### config.mk
export PLATFORM = sky130hd
export DESIGN_NAME = eth_10g_tx_frame_mux
export DESIGN_NICKNAME = d
export VERILOG_FILES = /design/src/rtl/eth_10g_pkg.sv /design/src/rtl/eth_rr_arbiter.sv /design/src/rtl/eth_10g_tx_frame_mux.sv
export SDC_FILE = /design/constraint.sdc
export NUM_CORES = 1
export LEC_CHECK = 0
export ABC_AREA = 0
export CORE_AREA = 4 4 149 151
export DETAILED_ROUTE_END_ITERATION = 12
export DIE_AREA = 0 0 153 155
export GPL_TIMING_DRIVEN = 0
export PLACE_DENSITY = 0.61
export SLEW_MARGIN = 30
export SYNTH_ARGS = -nofsm -noshare
export SYNTH_HDL_FRONTEND = slang
export SYNTH_SLANG_ARGS = --single-unit
### constraint.sdc
create_clock -name i_clk -period 21.1 [get_ports i_clk]
set_input_delay 6.33 -clock i_clk [delete_from_list [all_inputs] [get_ports i_clk]]
set_output_delay 6.33 -clock i_clk [all_outputs]
set_load 0.01 [all_outputs]
### src/rtl/eth_10g_pkg.sv
// Shared AXIS widths, frame-mux FSM encoding and keep popcount for the 10G TX path.
package eth_10g_pkg;

  localparam int AXIS_DW = 64;
  localparam int AXIS_KW = 8;

  typedef enum logic [1:0] {
    ST_IDLE  = 2'd0,
    ST_PASS  = 2'd1,
    ST_FLUSH = 2'd2
  } tx_mux_state_t;

  function automatic logic [3:0] popcount8(input logic [7:0] keep);
    logic [3:0] cnt;
    cnt = '0;
    for (int i = 0; i < 8; i++) cnt = cnt + {3'd0, keep[i]};
    return cnt;
  endfunction

endpackage

### src/rtl/eth_rr_arbiter.sv
// Combinational round-robin pick: first requester strictly after the pointer, wrapping.
module eth_rr_arbiter
  import eth_10g_pkg::*;
#(
  parameter int N  = 4,
  parameter int IW = 2
) (
  input  logic [N-1:0]  req,
  input  logic [IW-1:0] ptr,
  output logic [N-1:0]  grant_oh,
  output logic [IW-1:0] grant_idx,
  output logic          grant_vld
);

  logic [IW-1:0] idx;

  always_comb begin
    grant_oh  = '0;
    grant_idx = '0;
    grant_vld = 1'b0;
    idx       = '0;
    for (int off = 1; off <= N; off++) begin
      idx = IW'((int'(ptr) + off) % N);
      if (!grant_vld && req[idx]) begin
        grant_vld     = 1'b1;
        grant_idx     = idx;
        grant_oh[idx] = 1'b1;
      end
    end
  end

endmodule

### src/rtl/eth_10g_tx_frame_mux.sv
// Frame-atomic round-robin mux of N AXIS sources onto one 10G MAC TX port, with length truncation.
// Optional ETH_TX_MUX_STAT_EN adds per-channel frame and truncation counters.
module eth_10g_tx_frame_mux
  import eth_10g_pkg::*;
#(
  parameter int          P_CHANNEL_NUM = 4,
  parameter logic [7:0]  P_MIN_LENGTH  = 8'd64,
  parameter logic [14:0] P_MAX_LENGTH  = 15'd9600
) (
  input  logic                             i_clk,
  input  logic                             i_rst,
  input  logic                             i_link_up,
  input  logic [P_CHANNEL_NUM-1:0]         s_axis_tvalid,
  output logic [P_CHANNEL_NUM-1:0]         s_axis_tready,
  input  logic [P_CHANNEL_NUM*AXIS_DW-1:0] s_axis_tdata,
  input  logic [P_CHANNEL_NUM*AXIS_KW-1:0] s_axis_tkeep,
  input  logic [P_CHANNEL_NUM-1:0]         s_axis_tlast,
  input  logic [P_CHANNEL_NUM-1:0]         s_axis_tuser,
  output logic                             m_axis_tvalid,
  input  logic                             m_axis_tready,
  output logic [AXIS_DW-1:0]               m_axis_tdata,
  output logic [AXIS_KW-1:0]               m_axis_tkeep,
  output logic                             m_axis_tlast,
  output logic                             m_axis_tuser,
  output logic [P_CHANNEL_NUM-1:0]         o_trunc,
  output logic [P_CHANNEL_NUM-1:0]         o_runt
`ifdef ETH_TX_MUX_STAT_EN
  ,
  output logic [P_CHANNEL_NUM*32-1:0]      o_frame_cnt,
  output logic [P_CHANNEL_NUM*16-1:0]      o_trunc_cnt
`endif
);

  localparam int N  = P_CHANNEL_NUM;
  localparam int IW = (N > 1) ? $clog2(N) : 1;

  tx_mux_state_t state, state_nxt;
  logic [IW-1:0] grant, rr_ptr, arb_idx;
  logic [N-1:0]  grant_oh, arb_oh;
  logic          arb_vld;
  logic [14:0]   byte_cnt, cnt_sat;
  logic [15:0]   cnt_sum;
  logic          sel_valid, sel_last, sel_user;
  logic [AXIS_DW-1:0] sel_data;
  logic [AXIS_KW-1:0] sel_keep;
  logic          beat_acc, trunc_beat, frame_end, grant_take;

  eth_rr_arbiter #(.N(N), .IW(IW)) u_arb (
    .req       (s_axis_tvalid),
    .ptr       (rr_ptr),
    .grant_oh  (arb_oh),
    .grant_idx (arb_idx),
    .grant_vld (arb_vld)
  );

  always_comb begin
    sel_valid = s_axis_tvalid[grant];
    sel_last  = s_axis_tlast[grant];
    sel_user  = s_axis_tuser[grant];
    sel_data  = s_axis_tdata[grant*AXIS_DW +: AXIS_DW];
    sel_keep  = s_axis_tkeep[grant*AXIS_KW +: AXIS_KW];
    cnt_sum   = {1'b0, byte_cnt} + {12'd0, popcount8(sel_keep)};
    cnt_sat   = cnt_sum[15] ? 15'h7FFF : cnt_sum[14:0];
  end

  assign grant_take = (state == ST_IDLE) && i_link_up && arb_vld;

  always_comb begin
    state_nxt     = state;
    m_axis_tvalid = 1'b0;
    m_axis_tdata  = '0;
    m_axis_tkeep  = '0;
    m_axis_tlast  = 1'b0;
    m_axis_tuser  = 1'b0;
    s_axis_tready = '0;
    o_trunc       = '0;
    o_runt        = '0;
    beat_acc      = 1'b0;
    trunc_beat    = 1'b0;
    frame_end     = 1'b0;
    unique case (state)
      ST_IDLE: begin
        if (grant_take) state_nxt = ST_PASS;
      end
      ST_PASS: begin
        // A tlast beat that hits the limit exactly is a normal end, so tlast wins.
        trunc_beat    = sel_valid && !sel_last && (cnt_sat >= P_MAX_LENGTH);
        m_axis_tvalid = sel_valid;
        m_axis_tdata  = sel_data;
        m_axis_tkeep  = sel_keep;
        m_axis_tlast  = sel_last | trunc_beat;
        m_axis_tuser  = sel_user | trunc_beat;
        s_axis_tready = m_axis_tready ? grant_oh : '0;
        beat_acc      = sel_valid && m_axis_tready;
        if (beat_acc) begin
          if (sel_last) begin
            state_nxt = ST_IDLE;
            frame_end = 1'b1;
            if (cnt_sat < {7'd0, P_MIN_LENGTH}) o_runt = grant_oh;
          end else if (trunc_beat) begin
            state_nxt = ST_FLUSH;
            o_trunc   = grant_oh;
          end
        end
      end
      ST_FLUSH: begin
        s_axis_tready = grant_oh;
        if (sel_valid && sel_last) begin
          state_nxt = ST_IDLE;
          frame_end = 1'b1;
        end
      end
      default: state_nxt = ST_IDLE;
    endcase
  end

  always_ff @(posedge i_clk or posedge i_rst) begin
    if (i_rst) begin
      state    <= ST_IDLE;
      rr_ptr   <= IW'(N - 1);
      grant    <= '0;
      grant_oh <= '0;
      byte_cnt <= '0;
    end else begin
      state <= state_nxt;
      if (grant_take) begin
        grant    <= arb_idx;
        grant_oh <= arb_oh;
        byte_cnt <= '0;
      end
      if (beat_acc) byte_cnt <= cnt_sat;
      if (frame_end) begin
        rr_ptr   <= grant;
        byte_cnt <= '0;
      end
    end
  end

`ifdef ETH_TX_MUX_STAT_EN
  logic out_last_acc;
  assign out_last_acc = beat_acc && m_axis_tlast;

  always_ff @(posedge i_clk or posedge i_rst) begin
    if (i_rst) begin
      o_frame_cnt <= '0;
      o_trunc_cnt <= '0;
    end else begin
      for (int k = 0; k < N; k++) begin
        if (out_last_acc && grant_oh[k])
          o_frame_cnt[k*32 +: 32] <= o_frame_cnt[k*32 +: 32] + 32'd1;
        if (o_trunc[k])
          o_trunc_cnt[k*16 +: 16] <= o_trunc_cnt[k*16 +: 16] + 16'd1;
      end
    end
  end
`endif

endmodule
== After elaboration in Yosys (flattened, before gate mapping) ==
Cells that the tools add are included.
Word-level totals
  register bits: 25
  bits in latches: 0
  memory bits (writable): 0
  ROM bits: 0
  bits of input ports: 304
  output and inout port bits: 87
  logic and storage cells: 125
  memories kept: 0
Cells by class
  $add $sub $neg: 12
  $mul: 0
  divide/modulo/power cells: 0
  $lt $le $gt $ge: 11
  eq/ne operators: 6
  shift-type cells: 2
  multiplexer cells: 64
  bitwise logic cells: 5
  reduce and logical (&&, ||, !) cells: 20
Operators with widths (number)
  indexed part select 256 x 9 -> 64 bit: 1
  2-to-1 mux 64 bit: 1
  2-to-1 mux 15 bit: 4
  2-to-1 mux 4 bit: 13
  indexed part select 32 x 6 -> 8 bit: 1
  2-to-1 mux 1 bit: 22
  2-to-1 mux 2 bit: 9
  adder 15 x 4 -> 16 bit: 1
  adder 4 x 1 -> 4 bit: 4
  >= comparator 15 x 14 -> 1 bit, second input constant: 1
  < comparator 15 x 7 -> 1 bit, second input constant: 1
  < comparator 2 x 3 -> 1 bit, second input constant: 5
  binary-select mux 1 bit (select 2 bit): 7
  logical AND 1 bit: 13
  bitwise OR 4 bit: 3
  demux 1 bit (select 2 bit): 4
  >= comparator 2 x 1 -> 1 bit, second input constant: 4
  2-to-1 mux 8 bit: 1
  case mux 4 bit (2 select lines): 1
  != test 2 bit, second input constant: 3
  case mux 2 bit (3 select lines): 1
  adder 2 x 1 -> 2 bit, second input constant: 2
  adder 2 bit, second input constant: 2
  adder 3 x 1 -> 4 bit: 1
  11 further kinds: 15

== Logic depth before layout (Yosys ltp) ==
Gate-level depths: netlist of the first run.
  word-level depth: 17
  mapped depth: 20
  gate-level depth less buffers: 18

== Modules after synthesis ==
Synthesis of the first run repeated with hierarchy kept, for this count alone.
Second synthesis, totals
  cell total of the unflattened synthesis: 484
  area total of the unflattened synthesis: 4932.2 µm²
By module, submodules not included
  eth_10g_tx_frame_mux: times used 1, cells an instance 398, area an instance 4302.9 µm², sequential area each 628.1 µm²
  eth_rr_arbiter: times used 1, cells an instance 86, area an instance 629.4 µm², sequential area each 0.0 µm²

== Worst setup path after synthesis of the first run ==
Ideal clock, no wire load.
  path type: input to output
  from: in s_axis_tkeep[24]
  to: out o_runt[0]
  arrival time: 10539 ps
  required time: 14770 ps
  slack: 4231 ps
  stages: 18
  path buffers: 0
  path through: mux4_2 > inv_1 > fa_1 > inv_1 > fa_1 > inv_1 > fa_1 > fa_1 > inv_1 > fa_1 > nand3_1 > a21oi_2 > and2_1 > a21oi_1 > nor3_2 > and4b_1 > and4_1 > and2_1
Between the ends
  longest elaborated chain between the ends: 15
Ends and longest elaborated chain
  from (decl): RTL line eth_10g_tx_frame_mux.sv:16  | input logic [P_CHANNEL_NUM*AXIS_KW-1:0] s_axis_tkeep,
  indexed part select 32 x 6 -> 8 bit: RTL line eth_10g_tx_frame_mux.sv:61  | sel_keep = s_axis_tkeep[grant*AXIS_KW +: AXIS_KW];
  adder 1 x 1 -> 2 bit: RTL line eth_10g_pkg.sv:16  | for (int i = 0; i < 8; i++) cnt = cnt + {3'd0, keep[i]};
  adder 2 x 1 -> 3 bit: RTL line eth_10g_pkg.sv:16
  adder 3 x 1 -> 4 bit: RTL line eth_10g_pkg.sv:16
  adder 4 x 1 -> 4 bit (4 in series): RTL line eth_10g_pkg.sv:16
  adder 15 x 4 -> 16 bit: RTL line eth_10g_tx_frame_mux.sv:62  | cnt_sum = {1'b0, byte_cnt} + {12'd0, popcount8(sel_keep)};
  2-to-1 mux 15 bit: RTL line eth_10g_tx_frame_mux.sv:63  | cnt_sat = cnt_sum[15] ? 15'h7FFF : cnt_sum[14:0];
  < comparator 15 x 7 -> 1 bit: RTL line eth_10g_tx_frame_mux.sv:99  | if (cnt_sat < {7'd0, P_MIN_LENGTH}) o_runt = grant_oh;
  2-to-1 mux 4 bit: RTL line eth_10g_tx_frame_mux.sv:99
  2-to-1 mux 4 bit: RTL line eth_10g_tx_frame_mux.sv:96  | if (sel_last) begin
  2-to-1 mux 4 bit: RTL line eth_10g_tx_frame_mux.sv:95  | if (beat_acc) begin
  2-to-1 mux 4 bit: RTL line eth_10g_tx_frame_mux.sv:81  | unique case (state)
  to (decl): RTL line eth_10g_tx_frame_mux.sv:26  | output logic [P_CHANNEL_NUM-1:0] o_runt
Every way passes these cells.

== Worst setup path in the final report of the first run ==
  from: in s_axis_tkeep[8]
  to: out o_runt[1]
The elaborated chain is that of the path after synthesis.

==> qor.csv, run 1 <==
metric;value;unit
Total GRT Usage;0.2399;
synthesized area per cell;10.05;µm²
row count;53;
post-synthesis register bit count;25;
Synth cell types;57;
routability cong.;0.8991;
Starting DRT DRC Count;258;
Crit. End Element;output pin;
Syn Inst Count;457;
post-CTS sizing;0;
Pwr Density;99.87;nW/µm²
Lkg Pwr;3.301;nW
Worst Path Max Fanout;9;
Clk Latency, worst-skew pair;260;ps
post-layout min period;18330;ps
Max Clk Rate;54.55;MHz
post-route ant nets;0;
total wire length;29840;µm
Fillers;2093;
first-pass GRT wire length;41630;µm
via count;5553;
asr flop ratio synth;1.000;
Max-slew headroom;0.4050;
Post-synth top flop;dfrtp_1;
Synth area leader;mux4_2;
GRT Residual Overflow;0;
Yosys top cell area share;0.3876;
compound-cell area share of the yosys netlist;0.1161;
RSZ-0062 raised after global routing;false;
input/output buffers;390;
cts bufs inserted;3;
clock slew at the register clock pins of the worst setup and hold paths;70;ps
initial core utilization;0.2205;
largest family of logic cells by synthesized area;multiplexers;
sequential area share after synthesis;0.1368;
die area;23720;µm²
WP data required;14770;ps
Max Cap Viol;0;
Max Slew Vio Count;0;
Hold Path Class;reg -> reg;
vias in the first global route;5853;
initial antenna violation count;14;
crit path cell chain;clkdlybuf4s50_1, mux4_2, inv_1, fa_1, inv_1, fa_1, inv_1, fa_1, fa_1, inv_1, fa_1, nand3_1, a21oi_2, and2_1, a21oi_1, nor3_2, and4b_1, and4_1, and2_1, clkdlybuf4s50_1;
setup violators final;0;
root buf cell;clkbuf_16;
Hold-fix buffers, CTS;0;
final worst path period share;0.8688;
DRT Pass-1 Iters;4;
Post-Synth Adder-Cell Area;0.06814;
EDFF count, synth;0;
max incr delay on CP;550;ps
setup_tns;0;ps
layout cell share with drive strength beyond 1;0.1281;
I/O pin cnt;391;
CTS sink count;25;
Bufs on Longest Clock Path;2;
maximum vdd drop;0.04344;mV
Die W;153;µm
critical path launch point type;input pin;
Layout area overhead;94.93;%
CTS tree;done;
Worst Path Class, Setup;in -> out;
Yosys warnings;0;
Top cell by count, worst path;fa_1;
Final #Nets;1178;
drt wl/cell;26.22;µm
clk_skew;5.590;ps
CP max stage cell;clkdlybuf4s50_1;
H-Tree Depth;1;
top cells by area, synth;mux4_2 (39%), dfrtp_1 (13%), and2_1 (11%);
status;finished, final reports clean;
Critical Path AT;12000;ps
post-placement cell area;8838;µm²
Hold Vio Cnt, Final;0;
Via density;4.880;
multiplexer share of the synthesized area;0.3922;
Post-Layout Inst Area;8949;µm²
post-synthesis simple-gate area fraction;0.2287;
# Post-CTS Setup Buffers;0;
syn_nets;783;
largest net degree at the start of global routing;26;
xor and xnor area share after synthesis;0.007632;
Post-Synthesis Cell Area;4591;µm²
total core area;20820;µm²
DRC;0;
Die Y;155;µm
Detailed Place HPWL;26230;µm
worst-margin pin slew;892.5;ps
-- critical path: cells and delay by family --
kind	cells	cell delay, ps
AO/OA/AOI/OAI	2	490
adder cells (fa/ha/maj)	5	2210
AND/OR/NAND/NOR	6	1410
multiplexers	1	280
buffers and inverters	6	1280
-- Yosys cell counts, types with 8 or more instances --
library cell  count
a21oi_1          14
ha_1             17
nor2_1           28
mux4_2           79
o21ai_0          27
dfrtp_1          23
clkbuf_1         20
nand3_1           8
and2_1           84
nand2_1          29
inv_1            21
-- placed cells by master (no fill, tap or decap), types with 6 or more instances in the layout --
cell type / netlist / final
a21oi_1: 14 / 14
and2_1: 84 / 84
and3_1: 6 / 6
buf_1: 7 / 7
buf_2: 7 / 7
clkbuf_1: 20 / 20
clkdlybuf4s50_1: 0 / 390
dfrtp_1: 23 / 23
diode_2: 0 / 12
ha_1: 17 / 17
inv_1: 21 / 20
mux4_2: 79 / 79
nand2_1: 29 / 29
nand3_1: 8 / 8
nor2_1: 28 / 28
nor2b_1: 7 / 7
o21ai_0: 27 / 27
-- stage by stage --
stage          setup WS (ps)  total power, mW    util  hold WS (ps)  cells
6_report                2768           0.8937  0.4298         500.0   1138
5_1_grt                 2424           0.9658  0.4298         538.5   1138
4_1_cts                 2745           0.9039  0.4283         497.7   1126
3_5_place_dp            2775           0.8551  0.4245         481.6   1122
3_3_place_gp            2787           0.8473  0.4245         481.5   1122
2_1_floorplan           4231           0.5274       -         449.7    457
-- kinds of logic (layout without fill, tap and decap cells) --
family	after synthesis	in the layout
AO/OA/AOI/OAI	82	82
buffers and inverters	58	452
XOR/XNOR	4	4
adder cells (fa/ha/maj)	22	22
AND/OR/NAND/NOR	185	185
flip-flops	25	25
other	0	12
multiplexers	81	81
-- final timing paths --
kind / start / endpoint / slack [ps] / depth (start not counted)
setup reg to reg: grant[0] / state[0] / 14960 / 20
max in group asynchronous: i_rst / rr_ptr[1] / 14280 / 2
hold / removal: byte_cnt[1] / byte_cnt[1] / 500 / 2
hold reg to reg: byte_cnt[1] / byte_cnt[1] / 500 / 2
min in group asynchronous: i_rst / byte_cnt[9] / 6440 / 2
setup / recovery: s_axis_tkeep[8] / o_runt[1] / 2770 / 20
-- registers in the layout, indices dropped and copies added (netlist names) --
| signal | cells |
|---|---|
| grant_oh | 4 |
| grant | 2 |
| state | 2 |
| rr_ptr | 2 |
| byte_cnt | 15 |
-- final cells by class --
cell class / instances / area (µm²) / share of cell area
sequential: 25 / 628.1 / 0.07019
tap: 275 / 344.1 / 0.03845
clock inverter: 1 / 5.005 / 0.0005593
multi-input combinational: 374 / 3731 / 0.4169
timing repair buffer: 390 / 3904 / 0.4362
clock buffer: 3 / 75.07 / 0.008389
buffer: 36 / 148.9 / 0.01664
antenna: 12 / 30.03 / 0.003356
inverter: 22 / 82.58 / 0.009228
-- per-layer routing --
| metal | wire (µm) | track usage | part of all wire | vias to the layer above |
|---|---|---|---|---|
| met4 | 751 | 0.07976 | 0.025 | 2 |
| met3 | 1775 | 0.05035 | 0.059 | 26 |
| met5 | 9 | 0 | 0.00030 | - |
| met1 | 11200 | 0.2805 | 0.38 | 2761 |
| li1 | - | - | - | 2535 |
| met2 | 16100 | 0.4381 | 0.54 | 229 |
-- power breakdown --
group,switching [mW],leakage (nW),internal (mW)
Combinational,0.366,2.93,0.414
Sequential,0.0102,0.331,0.0591
Clock,0.0187,0.0410,0.0256
Total,0.395,3.30,0.499
No activity file was read; power rests on OpenSTA's default activity.
==> inputs of run 2 (changes only) <==
--- a/config.mk
+++ b/config.mk
@@ -6,11 +6,14 @@
 export NUM_CORES = 1
 export LEC_CHECK = 0
 export ABC_AREA = 0
-export CORE_AREA = 4 4 149 151
+export CELL_PAD_IN_SITES_DETAIL_PLACEMENT = 0
+export CELL_PAD_IN_SITES_GLOBAL_PLACEMENT = 1
+export CORE_AREA = 4 4 148 150
+export CTS_CLUSTER_DIAMETER = 50
 export DETAILED_ROUTE_END_ITERATION = 12
-export DIE_AREA = 0 0 153 155
+export DIE_AREA = 0 0 152 154
 export GPL_TIMING_DRIVEN = 0
-export PLACE_DENSITY = 0.61
+export PLACE_DENSITY = 0.84
 export SLEW_MARGIN = 30
 export SYNTH_ARGS = -nofsm -noshare
 export SYNTH_HDL_FRONTEND = slang
==> constraint.sdc (replaced) <==
create_clock -name i_clk -period 21.1 [get_ports i_clk]
set_input_delay 2.11 -clock i_clk [delete_from_list [all_inputs] [get_ports i_clk]]
set_output_delay 2.11 -clock i_clk [all_outputs]
set_load 0.01 [all_outputs]
==> qor.csv, run 2 (synthesis gave the netlist of run 1 again) <==
metric;value;unit
status;finished, final reports clean;
die area;23410;µm²
max reg flops;15;
Starting DRT DRC Count;333;
Worst Path Max Fanout;9;
initial core utilization;0.2219;
Max Cap Viol;0;
critical path launch point type;input pin;
setup violators final;0;
Max-slew headroom;0.4277;
Max Clk Rate;100.5;MHz
WL met3;2788;µm
total core area;20690;µm²
Detailed Place HPWL;23580;µm
row count;53;
biggest regs;byte_cnt: 15 flops, grant_oh: 4 flops;
Final #Nets;1178;
vias in the first global route;5686;
DRT Pass-1 Iters;5;
first-pass GRT wire length;38250;µm
number of stages on the worst hold path;2;
# Post-CTS Setup Buffers;0;
top sig layer;met5;
pre-CTS setup slack;11160;ps
cts bufs inserted;3;
CTS sink count;25;
hold_sp;byte_cnt[2];
final worst path period share;0.4718;
Bufs on Longest Clock Path;2;
I/O pin cnt;391;
initial antenna violation count;11;
clk_skew;4.014;ps
Layout area overhead;94.47;%
total wire length;27170;µm
Critical Path AT;7840;ps
maximum vdd drop;0.04416;mV
Reg-to-Reg End;state[1];
metal2 WL;12770;µm
r2r worst-path depth;20;
Crit. End Element;output pin;
setup_tns;0;ps
post-CTS sizing;0;
Hold Vio Cnt, Final;0;
DRT met1 WL;11170;µm
H-Tree Depth;1;
GRT Residual Overflow;0;
total power;884.3;µW
Hold-fix buffers, CTS;0;
WP data required;18990;ps
Die W;152;µm
r2r setup slk;15100;ps
most frequent cells in the layout;clkdlybuf4s50_1 (390), and2_1 (84), mux4_2 (79), nand2_1 (29), nor2_1 (28);
Total GRT Usage;0.2186;
CTS tree;done;
post-layout min period;9955;ps
Lkg Pwr;3.300;nW
post-route ant nets;0;
Hold Path End;byte_cnt[2];
Hold Path Class;reg -> reg;
Pwr Density;99.05;nW/µm²
most common cell after layout, fill and taps aside;clkdlybuf4s50_1;
worst-margin pin slew;858.5;ps
Post-Layout Cell Count;1128;
Worst Path Class, Setup;in -> out;
Reg with most FFs;byte_cnt;
reg2reg start;grant[1];
drt wl/cell;24.08;µm
dpl cells;1122;
clock slew at the register clock pins of the worst setup and hold paths;70;ps
root buf cell;clkbuf_16;
DRC;0;
layout cell share with drive strength beyond 1;0.1293;
via count;5582;
routability cong.;0.9391;
Via density;4.949;
RSZ-0062 raised after global routing;false;
Max Slew Vio Count;0;
largest net degree at the start of global routing;26;
Clk Latency, worst-skew pair;270;ps
input/output buffers;390;
final worst-path setup slack;11150;ps
fin util;0.4315;
Die Y;154;µm
## run 2: cell count changes in the layout (fill, tap and decap cells not counted), sizes merged
cell      before  now
clkbuf        24   25
diode         12    2
buf           15   14
clkinv         1    0
clkinvlp       0    1
## run 2: through the flow
stage	area, µm²	hold WS (ps)
4_1_cts	8921	507.2
3_5_place_dp	8838	490.5
3_3_place_gp	8838	477.0
2_1_floorplan	4591	449.7
5_1_grt	8922	540.8
6_report	8927	500.9
## run 2: per-layer routing
| metal | vias to the layer above | global-route usage |
|---|---|---|
| met4 | 16 | 0.02526 |
| met5 | - | 0 |
| met1 | 2693 | 0.2867 |
| met3 | 34 | 0.08218 |
| li1 | 2519 | - |
| met2 | 320 | 0.3569 |
## run 2: power breakdown
part / switching, mW / leakage, nW / internal, mW
sequential: 0.0100 / 0.331 / 0.0591
combinational: 0.357 / 2.93 / 0.413
clock: 0.0186 / 0.0371 / 0.0258
## run 2: critical path: stages
cell and delay, ps:
clkdlybuf4s50_1 510, mux4_2 280, inv_1 60, fa_1 500, inv_1 60, fa_1 530
inv_1 50, fa_1 510, fa_1 450, inv_1 80, fa_1 210, nand3_1 150
a21oi_2 390, and2_1 230, a21oi_1 90, nor3_2 360, and4b_1 320, and4_1 260
and2_1 140, clkdlybuf4s50_1 540
## run 2: worst max-delay path by stage
stage	startpoint	endpoint	slack [ps]	cells past startpoint
2_1_floorplan	s_axis_tkeep[24]	o_runt[0]	12670	18
3_3_place_gp	s_axis_tkeep[8]	o_runt[1]	11170	20
3_5_place_dp	s_axis_tkeep[8]	o_runt[1]	11160	20
4_1_cts	s_axis_tkeep[8]	o_runt[0]	11140	20
5_1_grt	s_axis_tkeep[8]	o_runt[2]	10840	20
6_report	s_axis_tkeep[8]	o_runt[0]	11150	20
## run 2: final cells by class
class / count / area [µm²]
antenna: 2 / 5.005
inverter: 22 / 82.58
clock inverter: 1 / 7.507
multi-input combinational: 374 / 3731
sequential: 25 / 628.1
buffer: 36 / 150.1
tap: 275 / 344.1
timing repair buffer: 390 / 3904
fill: 2029 / 11760
clock buffer: 3 / 75.07
==> inputs of run 3 (changes only) <==
--- a/config.mk
+++ b/config.mk
@@ -8,12 +8,12 @@
 export ABC_AREA = 0
 export CELL_PAD_IN_SITES_DETAIL_PLACEMENT = 0
 export CELL_PAD_IN_SITES_GLOBAL_PLACEMENT = 1
-export CORE_AREA = 4 4 148 150
+export CORE_MARGIN = 4
+export CORE_UTILIZATION = 20
 export CTS_CLUSTER_DIAMETER = 50
 export DETAILED_ROUTE_END_ITERATION = 12
-export DIE_AREA = 0 0 152 154
 export GPL_TIMING_DRIVEN = 0
-export PLACE_DENSITY = 0.84
+export PLACE_DENSITY = 0.8
 export SLEW_MARGIN = 30
 export SYNTH_ARGS = -nofsm -noshare
 export SYNTH_HDL_FRONTEND = slang
==> constraint.sdc (replaced) <==
create_clock -name i_clk -period 8.6 [get_ports i_clk]
set_input_delay 0.86 -clock i_clk [delete_from_list [all_inputs] [get_ports i_clk]]
set_output_delay 0.86 -clock i_clk [all_outputs]
set_load 0.01 [all_outputs]
==> qor.csv, run 3 (synthesis gave the netlist of run 1 again) <==
metric;value;unit
Pwr Density;243.3;nW/µm²
r2r setup slk;2630;ps
layout cell share with drive strength beyond 1;0.1304;
total wire length;29600;µm
Hold Vio Cnt, Final;0;
Top cell by count, worst path;fa_1;
post-layout min period;7725;ps
I/O pin cnt;391;
largest net degree at the start of global routing;26;
root buf cell;clkbuf_16;
post-placement cell area;8851;µm²
RSZ-0062 raised after global routing;false;
Die Y;159.5;µm
die area;25440;µm²
Post-Layout Cell Count;1144;
via count;5427;
critical path launch point type;flip-flop;
vias in the first global route;5762;
Clk Latency, worst-skew pair;260;ps
initial antenna violation count;14;
fin util;0.3956;
DRT Pass-1 Iters;6;
row count;55;
Via density;4.744;
GRT Residual Overflow;0;
clk_skew;2.898;ps
worst-margin pin slew;876.0;ps
CP max stage cell;buf_1;
r2r worst-path depth;20;
CTS sink count;25;
dpl cells;1132;
clock slew at the register clock pins of the worst setup and hold paths;70;ps
Lkg Pwr;3.303;nW
WP data required;7740;ps
number of stages on the worst hold path;2;
most common cell after layout, fill and taps aside;clkdlybuf4s50_1;
hold_sp;byte_cnt[0];
Max Clk Rate;129.5;MHz
CTS tree;done;
Die W;159.5;µm
initial core utilization;0.2028;
DRC;0;
maximum vdd drop;0.1087;mV
Final #Nets;1178;
Detailed Place HPWL;26320;µm
# Post-CTS Setup Buffers;0;
Crit. End Element;output pin;
Hold Path End;byte_cnt[0];
Post-Layout Inst Area;8956;µm²
input/output buffers;390;
Worst Path Class, Setup;reg -> out;
reg2reg start;grant[1];
setup_tns;0;ps
H-Tree Depth;1;
routability cong.;0.9557;
first-pass GRT wire length;41190;µm
post-route ant nets;0;
Max Slew Vio Count;0;
total core area;22640;µm²
max reg flops;15;
biggest regs;byte_cnt: 15 flops, grant_oh: 4 flops;
max incr delay on CP;570;ps
cts bufs inserted;3;
crit path cell chain;clkbuf_1, buf_1, mux4_2, inv_1, fa_1, inv_1, fa_1, inv_1, fa_1, fa_1, inv_1, fa_1, nand3_1, a21oi_2, and2_1, a21oi_1, nor3_2, and4b_1, and4_1, and2_1, clkdlybuf4s50_1;
Reg with most FFs;byte_cnt;
drt wl/cell;25.87;µm
Max-slew headroom;0.4160;
setup violators final;0;
total power;2.179;mW
Worst Path Max Fanout;10;
most frequent cells in the layout;clkdlybuf4s50_1 (390), and2_1 (84), mux4_2 (79), nand2_1 (29), nor2_1 (28);
Critical Path AT;6860;ps
final worst path period share;0.8982;
post-CTS sizing;0;
Total GRT Usage;0.2235;
Hold Path Class;reg -> reg;
Reg-to-Reg End;state[1];
Hold-fix buffers, CTS;0;
Max Cap Viol;0;
Bufs on Longest Clock Path;2;
status;finished, final reports clean;
Layout area overhead;95.09;%
Starting DRT DRC Count;289;
==> run 3: power by group <==
| group | switching (mW) | internal [mW] | total, mW |
|---|---|---|---|
| clock network | 0.0454 | 0.0633 | 0.109 |
| registers | 0.0252 | 0.145 | 0.170 |
| logic | 0.883 | 1.02 | 1.90 |
| total | 0.954 | 1.23 | 2.18 |
==> run 3: area by class of cell <==
cell class,count,area (µm²)
Inverter,22,82.58
Tap cell,285,356.6
Sequential cell,25,628.1
Clock buffer,3,75.07
Timing Repair Buffer,390,3904
Clock inverter,1,7.507
Multi-Input combinational cell,374,3731
Buffer,36,151.4
Antenna cell,8,20.02
Fill cell,2281,13680
==> run 3: worst max-delay path by stage <==
stage,startpoint,end,slack [ps]
floorplan,grant[0],o_runt[0],2370
global placement,grant[0],m_axis_tuser,890
detailed placement,grant[0],m_axis_tuser,900
CTS,grant[0],m_axis_tuser,590
global route,grant[1],o_runt[0],480
finish,grant[1],o_runt[0],880
==> run 3: per-layer routing <==
layer | up-vias | share of wire | track usage
met4 | 6 | 0.027 | 0.06509
met5 | - | 0.0011 | 0
met2 | 224 | 0.56 | 0.4365
li1 | 2530 | - | -
met3 | 32 | 0.062 | 0.04996
met1 | 2635 | 0.35 | 0.2378
==> run 3: stage by stage <==
step | hold slack [ps] | worst slack, ps
2_1_floorplan | 449.7 | 2370
3_3_place_gp | 471.2 | 890.9
3_5_place_dp | 476.3 | 903.3
4_1_cts | 492.0 | 592.9
5_1_grt | 524.8 | 476.4
6_report | 482.4 | 875.3
==> run 3: worst max-delay path: cells and delay by family (launching register included) <==
| family | cells | cell delay (ps) |
|---|---|---|
| adders and majority gates | 5 | 2190 |
| buffers and inverters | 7 | 1740 |
| DFF | 1 | 320 |
| AOI/OAI and AO/OA | 2 | 480 |
| and+or+nand+nor | 6 | 1450 |
| muxes | 1 | 380 |
